[src/rtl/conv_mem_loader.sv]
// conv_mem_loader
//   Streams an image and a set of filters into the convolution engine's input
//   memory. It then kicks the engine and waits for it to finish.
//
//   Sequence: IDLE -> LOAD_IMG -> (LOAD_FLT) -> START -> WAIT_CONV -> FINISH -> IDLE
//
// Ports
//   clk, rst            rising-edge clock, asynchronous active-high reset
//   load_start          begin a load; only honoured in IDLE
//   img_base, flt_base  memory bases, captured when load_start is accepted
//   num_filters         filter count (0..255), captured with the bases
//   in_valid/in_data    incoming word stream
//   in_ready            loader will take a word this cycle
//   mem_wr_en/addr/wdata registered memory write port, one cycle after handshake
//   conv_start          single-cycle engine start
//   conv_done           engine completion; only looked at in WAIT_CONV
//   busy                high whenever not IDLE
//   done                single-cycle completion pulse
module conv_mem_loader #(
    parameter int DATA_W       = 8,
    parameter int ADDR_W       = 8,
    parameter int IMG_WORDS    = 16,
    parameter int FILTER_WORDS = 4
) (
    input  logic              clk,
    input  logic              rst,
    input  logic              load_start,
    input  logic [ADDR_W-1:0] img_base,
    input  logic [ADDR_W-1:0] flt_base,
    input  logic [7:0]        num_filters,
    input  logic              in_valid,
    input  logic [DATA_W-1:0] in_data,
    output logic              in_ready,
    output logic              mem_wr_en,
    output logic [ADDR_W-1:0] mem_addr,
    output logic [DATA_W-1:0] mem_wdata,
    output logic              conv_start,
    input  logic              conv_done,
    output logic              busy,
    output logic              done
);

    localparam int IMG_CW = $clog2(IMG_WORDS + 1);
    localparam int WRD_CW = $clog2(FILTER_WORDS + 1);
    // Offsets are formed well wider than the address before truncation,
    // so f*FILTER_WORDS+j never overflows ahead of the intended wrap.
    localparam int OFF_W  = ADDR_W + 16;

    typedef enum logic [2:0] {
        IDLE, LOAD_IMG, LOAD_FLT, START, WAIT_CONV, FINISH
    } state_t;

    state_t            state;
    logic [ADDR_W-1:0] img_base_q, flt_base_q;
    logic [7:0]        nflt_q;
    logic [IMG_CW-1:0] img_cnt;
    logic [WRD_CW-1:0] wrd_cnt;
    logic [7:0]        flt_cnt;

    logic              hs;
    logic [OFF_W-1:0]  img_sum, flt_sum;

    assign hs      = in_valid & in_ready;
    assign img_sum = OFF_W'(img_base_q) + OFF_W'(img_cnt);
    assign flt_sum = OFF_W'(flt_base_q)
                   + OFF_W'(flt_cnt) * OFF_W'(FILTER_WORDS)
                   + OFF_W'(wrd_cnt);

    always_ff @(posedge clk or posedge rst) begin
        if (rst) begin
            state      <= IDLE;
            img_base_q <= '0;
            flt_base_q <= '0;
            nflt_q     <= '0;
            img_cnt    <= '0;
            wrd_cnt    <= '0;
            flt_cnt    <= '0;
            in_ready   <= 1'b0;
            mem_wr_en  <= 1'b0;
            mem_addr   <= '0;
            mem_wdata  <= '0;
            conv_start <= 1'b0;
            busy       <= 1'b0;
            done       <= 1'b0;
        end else begin
            // strobes default low; each state raises the one it owns
            mem_wr_en  <= 1'b0;
            conv_start <= 1'b0;
            done       <= 1'b0;

            case (state)
                IDLE: begin
                    if (load_start) begin
                        img_base_q <= img_base;
                        flt_base_q <= flt_base;
                        nflt_q     <= num_filters;
                        img_cnt    <= '0;
                        wrd_cnt    <= '0;
                        flt_cnt    <= '0;
                        in_ready   <= 1'b1;
                        busy       <= 1'b1;
                        state      <= LOAD_IMG;
                    end
                end

                LOAD_IMG: begin
                    if (hs) begin
                        mem_wr_en <= 1'b1;
                        mem_addr  <= img_sum[ADDR_W-1:0];
                        mem_wdata <= in_data;
                        if (img_cnt == IMG_CW'(IMG_WORDS - 1)) begin
                            img_cnt <= '0;
                            if (nflt_q != 8'd0) begin
                                state <= LOAD_FLT;
                            end else begin
                                // drop ready now so no word beyond the image is taken
                                in_ready <= 1'b0;
                                state    <= START;
                            end
                        end else begin
                            img_cnt <= img_cnt + 1'b1;
                        end
                    end
                end

                LOAD_FLT: begin
                    if (hs) begin
                        mem_wr_en <= 1'b1;
                        mem_addr  <= flt_sum[ADDR_W-1:0];
                        mem_wdata <= in_data;
                        if (wrd_cnt == WRD_CW'(FILTER_WORDS - 1)) begin
                            wrd_cnt <= '0;
                            if (flt_cnt == nflt_q - 8'd1) begin
                                in_ready <= 1'b0;
                                state    <= START;
                            end else begin
                                flt_cnt <= flt_cnt + 8'd1;
                            end
                        end else begin
                            wrd_cnt <= wrd_cnt + 1'b1;
                        end
                    end
                end

                // The last write is on the port during this state, so the
                // start pulse lands one cycle after it has committed.
                START: begin
                    conv_start <= 1'b1;
                    state      <= WAIT_CONV;
                end

                WAIT_CONV: begin
                    if (conv_done) begin
                        done  <= 1'b1;
                        state <= FINISH;
                    end
                end

                FINISH: begin
                    busy  <= 1'b0;
                    state <= IDLE;
                end

                default: begin
                    in_ready <= 1'b0;
                    busy     <= 1'b0;
                    state    <= IDLE;
                end
            endcase
        end
    end

endmodule

[config.mk]
export PLATFORM = sky130hd
export DESIGN_NAME = conv_mem_loader
export DESIGN_NICKNAME = d
export VERILOG_FILES = /design/src/rtl/conv_mem_loader.sv
export SDC_FILE = /design/constraint.sdc
export NUM_CORES = 1
export LEC_CHECK = 0
export ABC_AREA = 1
export BUFFER_PORTS_ARGS = -buffer_cell sky130_fd_sc_hd__buf_2
export CORE_UTILIZATION = 45
export CTS_CLUSTER_SIZE = 28
export DETAILED_ROUTE_END_ITERATION = 12
export GPL_ROUTABILITY_DRIVEN = 0
export PLACE_DENSITY = 0.7
export SKIP_LAST_GASP = 1
export SLEW_MARGIN = 20
export SYNTH_ARGS = -nofsm -noshare
export SYNTH_HDL_FRONTEND = slang
export SYNTH_SLANG_ARGS = --single-unit
[constraint.sdc]
create_clock -name clk -period 2.8 [get_ports clk]
set_input_delay 0.56 -clock clk [delete_from_list [all_inputs] [get_ports clk]]
set_output_delay 0.56 -clock clk [all_outputs]
set_load 0.1 [all_outputs]
* After elaboration in Yosys (flattened, before gate mapping)
Index checks and enable logic that the tools add are counted.
** Word-level totals
- Bits in registers :: 64
- Word-level logic and storage cells :: 97
** Operators by class
- $add $sub $neg :: 7
- Equality and inequality tests :: 17
- Muxes and demuxes :: 39
- Bitwise operators :: 3
- Reductions and logical operators :: 17
** Operator list (number)
- 2-to-1 mux 8 bit :: 6
- case mux 8 bit (2 select lines) :: 2
- 2-to-1 mux 3 bit :: 10
- inequality test 2 bit, second input constant :: 9
- 2-to-1 mux 5 bit :: 3
- case mux 3 bit (5 select lines) :: 1
- 2-to-1 mux 1 bit :: 13
- case mux 5 bit (2 select lines) :: 1
- equality test 3 x 2 -> 1 bit, second input constant :: 3
- AND reduction 3 bit :: 3
- adder 8 x 1 -> 8 bit, second input constant :: 1
- adder 8 x 3 -> 8 bit :: 1
- adder 8 x 5 -> 8 bit :: 1
- adder 8 bit :: 1
- equality test 8 bit :: 1
- AND reduction 8 bit :: 1
- nonzero test 8 bit :: 1
- subtractor 8 x 1 -> 8 bit, second input constant :: 1
- AND reduction 7 bit :: 1
- equality test 3 bit, second input constant :: 2
- case mux 3 bit (2 select lines) :: 1
- AND reduction 2 bit :: 3
- nonzero test 2 bit :: 3
- adder 5 x 1 -> 5 bit, second input constant :: 1
- other kinds (12) :: 13

* Depth between registers and ports, before layout
Gate-level depths: netlist (run 1).
- Word-level depth :: 6
- Gate-level depth with buffers :: 14

* Worst setup path before layout (run 1)
Ideal clock, no wire load.
- Path kind :: reg2reg
- Start :: reg in_ready
- End :: reg flt_cnt[0]
- Setup time :: 118 ps
- Data arrival time :: 1913 ps
- Data required time :: 2682 ps
- Path slack :: 769 ps
- Cell stages (with the launch flop) :: 10
- Path buffers :: 0
- Clock period less this slack :: 2031 ps
- Path through :: dfrtp_1 > nand2_1 > nand2_1 > nand2_1 > inv_2 > nand2_2 > a21oi_4 > nand3_4 > nand2_1 > nand2_1
** Between the ends
- Word-level cells in the longest chain between the ends :: 3
** Ends and longest elaborated chain
- from (decl) :: RTL line 33 : output logic in_ready,
- from (signal assigned) :: RTL line 78 : in_ready <= 1'b0;
- from (signal assigned) :: RTL line 100 : in_ready <= 1'b1;
- from (signal assigned) :: RTL line 117 : in_ready <= 1'b0;
- AND 1 bit :: RTL line 63 : assign hs = in_valid & in_ready;
- inequality test 2 bit (no line)
- AND reduction 5 bit (no line)
- to (signal assigned) :: RTL line 137 : flt_cnt <= flt_cnt + 8'd1;
- to (decl) :: RTL line 58 : logic [7:0] flt_cnt;
Every way passes these cells.
A chain may end at the register's enable or synchronous reset.

* Final worst setup path (run 1)
- Start :: reg flt_cnt[0]
- End :: reg mem_addr[5]
** Between the ends
- Word-level cells in the longest chain between the ends :: 4
** Ends and longest elaborated chain
- adder 8 bit :: RTL line 66 : + OFF_W'(flt_cnt) * OFF_W'(FILTER_WORDS)
- adder 8 x 3 -> 8 bit :: RTL line 67 : + OFF_W'(wrd_cnt);
- 2-to-1 mux 8 bit :: RTL line 127 : if (hs) begin
- case mux 8 bit (2 select lines) :: RTL line 91 : case (state)
- to (signal assigned) :: RTL line 109 : mem_addr <= img_sum[ADDR_W-1:0];
- to (signal assigned) :: RTL line 129 : mem_addr <= flt_sum[ADDR_W-1:0];
- to (decl) :: RTL line 35 : output logic [ADDR_W-1:0] mem_addr,
Every way passes these cells. The select of a mux whose other input is x is not followed.

==> results.ini, run 1 <==
[layout]
nNetsFinal=576
area_growth_pct=17.2
final_util=0.556
multi_input_area_mm2=0.00192
finish.instance_area_mm2=0.00438
n_antenna_cell=0
fillerInstances=745
final_layout_size_suffix_gt1_frac=0.212
seqCellArea_mm2=0.00160

[synthesis]
syn_area_per_cell_um2=8.29
synth_seq_cells=64
synth_edf_count=0
yosysUniqueCellTypes=37
seq_area_frac_synth=0.428
yosysTopAreaCellShare=0.428
synth_warnings=0
yosys.area.top_type=dfrtp_1
netlist_area_mm2=0.00374
ys_async_sr_fraction=1.00
syn_nets=513
synth_area_leaders=dfrtp_1, nand2_1, ha_1
syn_inst=451
synth_flop_cell=dfrtp_1

[detailed_routing]
first_pass_iters=4
vias=3199
drtIter0Drc=151
ant_nets=0
wire_per_inst_um=13.1
viasPerCell=5.15
wl_um=8150
drc_errors=0

[timing]
hold_violations=0
tightest_slew_ps=812
period_needed_ps=2150
fin_skew_ps=8.09
slew_violations=0
setup_viol=0
rsz0062_at_grt=no
max_freq_mhz=466
fin_setup_tns_ps=0
max_slew_margin=0.458
fin_crit_sh=0.767

[cts]
cts_sinks=64
postCtsHoldBufs=0
cts_resized=0
numCtsBuffers=9
root_buffer=clkbuf_8
cts_tree=done
clock_path_buffers=2
cts-htree-levels=3
clk_latency_ps=350
cts_setup_buffers=0
clkSlewWorstSetupHoldPaths_ps=80

[grt]
overflow=0
grt_pass1_vias=3096
grt.total_usage=0.207
grt_max_degree=65
antenna_found_initial=0
grt_pass1_wl_um=14100

[power_and_ir_drop]
peakVddDrop_v=0.000666
power.total_mw=5.52
power.leakage_nw=2.27
pwr_density_cell_mw_per_mm2=1260

[floorplanning]
core_mm2=0.00789
start_util=0.474
dieArea_mm2=0.00868
rows=32
fp.dieH_um=93.2
ios=58
fp.dieW_um=93.2

[outcome]
status=completed

[setup_path]
path_class=reg -> reg
startpoint_type=register
slowest_stage=fa_1
crit_chain=fa_1, fa_1, nand2_1, a21oi_1, nor2_1, xnor2_1, nand2_1, a31oi_1
crit_required_ps=3080
arrival_ps=2420
cp_slowest_stage_delay_ps=510
critPathMaxFanout=7
end_kind=register

[worst_hold_path]
hp-class=in -> reg

[flow_run]
cap_violations=0

[placement]
dp_hpwl_um=5770
portBuffers=57
dpl_cell_area_mm2=0.00414

-- Yosys cell counts, types with 4 or more instances --
cell and instances:
nand3_1 20, inv_1 39, nor2_1 47, nand2_1 125
inv_2 6, o21ai_0 14, nand4_1 14, buf_2 4
ha_1 22, mux2_2 15, xor2_1 7, nor3_1 4
xnor2_1 8, dfrtp_1 64, a31oi_1 6, a21oi_1 25
-- worst max-delay path: cells and delay by family, from the launching register on --
family	cells	cell delay, ps
xor+xnor	1	130
fa+ha+maj	2	990
compound gates	2	210
flops	1	470
simple gates	3	280
-- registers in the layout (all words and copies together), names as in the netlist --
register / cells
busy: 1
conv_start: 1
done: 1
flt_base_q: 8
flt_cnt: 8
img_base_q: 8
img_cnt: 5
in_ready: 1
mem_addr: 8
mem_wdata: 8
mem_wr_en: 1
nflt_q: 8
state: 3
wrd_cnt: 3
-- metal layers --
metal | track usage | part of all wire
met3 | 0.0309 | 0.038
met1 | 0.287 | 0.49
met4 | 0.0936 | 0.018
met5 | 0 | 0
met2 | 0.320 | 0.45
-- layout make-up --
class	instances	share of cell area
Tap cell	102	0.0291
Sequential cell	64	0.366
Clock inverter	7	0.0274
Inverter	45	0.0385
Timing Repair Buffer	61	0.0720
Clock buffer	9	0.0283
Multi-Input combinational cell	333	0.439
-- cell usage in the layout (no fill, tap or decap), types with 3 or more instances in the layout --
master     netlist  layout
inv_2            6       7
fa_1             3       3
o21ai_0         14      14
ha_1            22      22
bufinv_16        0       3
buf_2            4      57
dfrtp_1         64      64
clkbuf_8         0       9
inv_1           39      38
a21oi_1         25      25
nand4_1         14      14
mux2_2          15      15
nand3_1         20      20
buf_4            1       4
xnor2_1          8       8
nor3b_1          3       3
nand2_1        125     125
nor2_1          47      47
nor3_1           4       4
xor2_1           7       7
a31oi_1          6       6
-- kinds of logic (layout without fill, tap and decap cells) --
group | count (synthesis) | after routing | share of synthesized area
simple gates | 225 | 225 | 0.264
flops | 64 | 64 | 0.428
buf+inv | 54 | 122 | 0.0569
compound gates | 53 | 53 | 0.0810
fa+ha+maj | 25 | 25 | 0.0897
xor+xnor | 15 | 15 | 0.0351
mux | 15 | 15 | 0.0452
-- final timing paths --
kind                         startpoint            end  slack, ps  cells after the start
max reg2reg                  flt_cnt[0]    mem_addr[5]        650                      8
min                          in_data[0]   mem_wdata[0]        400                      3
max                          flt_cnt[0]    mem_addr[5]        650                      8
max in group asynchronous           rst      nflt_q[7]       1830                      3
min reg2reg                mem_wdata[0]   mem_wdata[0]        470                      2
min in group asynchronous           rst  flt_base_q[3]        440                      3
-- power by group --
part | switching [mW] | internal, mW
combinational | 2.17 | 0.819
sequential | 0.267 | 1.29
clock | 0.394 | 0.592
total | 2.83 | 2.70
-- stage by stage --
step	cells	hold slack, ps	setup slack, ps
final	621	404	652
after global routing	621	416	525
after CTS	621	394	645
after detailed placement	605	456	663
after global placement	605	449	697
after floorplan	451	471	642
(Power assumes the default switching activity.)
==> run 2: changes to the inputs <==
==> constraint.sdc (replaced) <==
create_clock -name clk -period 2.2 [get_ports clk]
set_input_delay 0.44 -clock clk [delete_from_list [all_inputs] [get_ports clk]]
set_output_delay 0.44 -clock clk [all_outputs]
set_load 0.1 [all_outputs]
==> results.ini, run 2 (same netlist as run 1, synthesis figures left out) <==
[timing]
tightest_slew_ps=521  ; -291 ps
whs_ps=122  ; -283 ps
period_needed_ps=2060  ; -84.5 ps
slew_violations=0  ; unchanged
max_freq_mhz=485  ; +4.1%
fin_skew_ps=7.83  ; -0.257 ps
rsz0062_at_grt=no
setup_viol=0  ; unchanged
max_slew_margin=0.652  ; +0.194
fin_ws_ps=137  ; -515 ps
hold_violations=0  ; unchanged
fin_setup_tns_ps=0  ; unchanged
fin_crit_sh=0.938  ; +0.171

[grt]
grt_pass1_vias=3105  ; +0.29%
overflow=0  ; unchanged
grt.total_usage=0.206  ; -0.00115
grt_pass1_wl_um=14000  ; -0.59%
antenna_found_initial=0  ; unchanged
grt_max_degree=43  ; -34%

[floorplanning]
core_mm2=0.00789  ; unchanged
start_util=0.474  ; unchanged
rows=32  ; unchanged
dieArea_mm2=0.00868  ; unchanged
ios=58  ; unchanged
fp.dieH_um=93.2  ; unchanged
fp.dieW_um=93.2  ; unchanged

[power_and_ir_drop]
power.total_mw=6.98  ; +26%
peakVddDrop_v=0.000946  ; +42%
power.leakage_nw=2.28  ; +0.53%
pwr_density_cell_mw_per_mm2=1580  ; +25%

[detailed_routing]
drc_errors=0  ; unchanged
wire_per_inst_um=12.7  ; -2.9%
viasPerCell=5.07  ; -1.5%
wl_um=7950  ; -2.5%
ant_nets=0  ; unchanged
first_pass_iters=4  ; unchanged
vias=3165  ; -1.1%
drtIter0Drc=143  ; -5.3%

[cts]
root_buffer=clkbuf_8
cts-htree-levels=3  ; unchanged
numCtsBuffers=9  ; unchanged
cts_sinks=64  ; unchanged
cts_tree=done
clk_latency_ps=350  ; about the same
clock_path_buffers=2  ; unchanged
clkSlewWorstSetupHoldPaths_ps=80  ; about the same
postCtsHoldBufs=0  ; unchanged

[setup_path]
reg2reg_from=flt_base_q[2]
slowest_stage=fa_1
crit_required_ps=2480  ; -600 ps
end_kind=register
critPathMaxFanout=3  ; -4
startpoint_type=register
cpMostUsedCell=nand2_1
startpoint=flt_base_q[2]
cp_slowest_stage_delay_ps=540  ; +30 ps
crit_chain=fa_1, fa_2, nand2_1, a21oi_1, nor2_1, xnor2_1, nand2_1, a31oi_1
crit_family=adder cells
path_class=reg -> reg
arrival_ps=2340  ; -80 ps
path_buf_inv=0  ; unchanged

[layout]
layout_common_cells=nand2_1, dfrtp_1, buf_2
n_antenna_cell=0  ; unchanged
final_layout_size_suffix_gt1_frac=0.218  ; +0.00644
layout_commonest_cell=nand2_1
layout.cells.non_filler=624  ; +0.48%
final_util=0.559  ; +0.00397
nNetsFinal=579  ; +0.52%
area_growth_pct=18.0
finish.instance_area_mm2=0.00441  ; +0.71%

[placement]
dp_hpwl_um=5900  ; +2.2%
dpl.cell_count=608  ; +0.50%
dpl_cell_area_mm2=0.00419  ; +1.1%
dp_worst_setup_slack_ps=72.6  ; -591 ps
portBuffers=57  ; unchanged

[outcome]
status=completed

[flow_run]
cap_violations=0  ; unchanged

[worst_hold_path]
hp-class=in -> async

[run 2: cell type report]
class / instances / area [um2]
Clock inverter: 7 / 101
Clock buffer: 9 / 124
Multi-Input combinational cell: 333 / 1930
Timing Repair Buffer: 64 / 363
Fill cell: 747 / 3470
Sequential cell: 64 / 1600
Tap cell: 102 / 128
Inverter: 45 / 169
[run 2: final timing paths]
check                      cells after the start            to  slack [ps]
max reg2reg                                    8   mem_addr[5]         140
min                                            2     nflt_q[2]         120
min reg2reg                                    2  mem_wdata[7]         470
max in group asynchronous                      3    wrd_cnt[1]        1480
min in group clk                               3  mem_wdata[7]         280
max                                            8   mem_addr[5]         140
[run 2: worst register-to-register path, cell delays in order (launching register included)]
cell and delay [ps]:
dfrtp_1 400, fa_1 540, fa_2 430, nand2_1 110
a21oi_1 70, nor2_1 110, xnor2_1 120, nand2_1 60
a31oi_1 150
[run 2: per-layer routing]
metal  share of wire  global-route usage  wire length [um]
met3           0.048              0.0463               383
met5               0                   0                 0
met4           0.015              0.0795               116
met1            0.48               0.271              3840
met2            0.45               0.329              3610
[run 2: timing repair]
| item | in CTS | in global routing |
|---|---|---|
| hold endpoints to repair | 0 | 0 |
| endpoints found under the setup margin | 0 | 2 |
| setup buffers | 0 | 0 |
| gates resized for setup | 0 | 1 |
[run 2: power breakdown]
group          internal [mW]  total (mW)  switching (mW)
combinational           1.08        3.85            2.77
clock                  0.649        1.16           0.508
sequential              1.64        1.97           0.330
total                   3.36        6.98            3.61
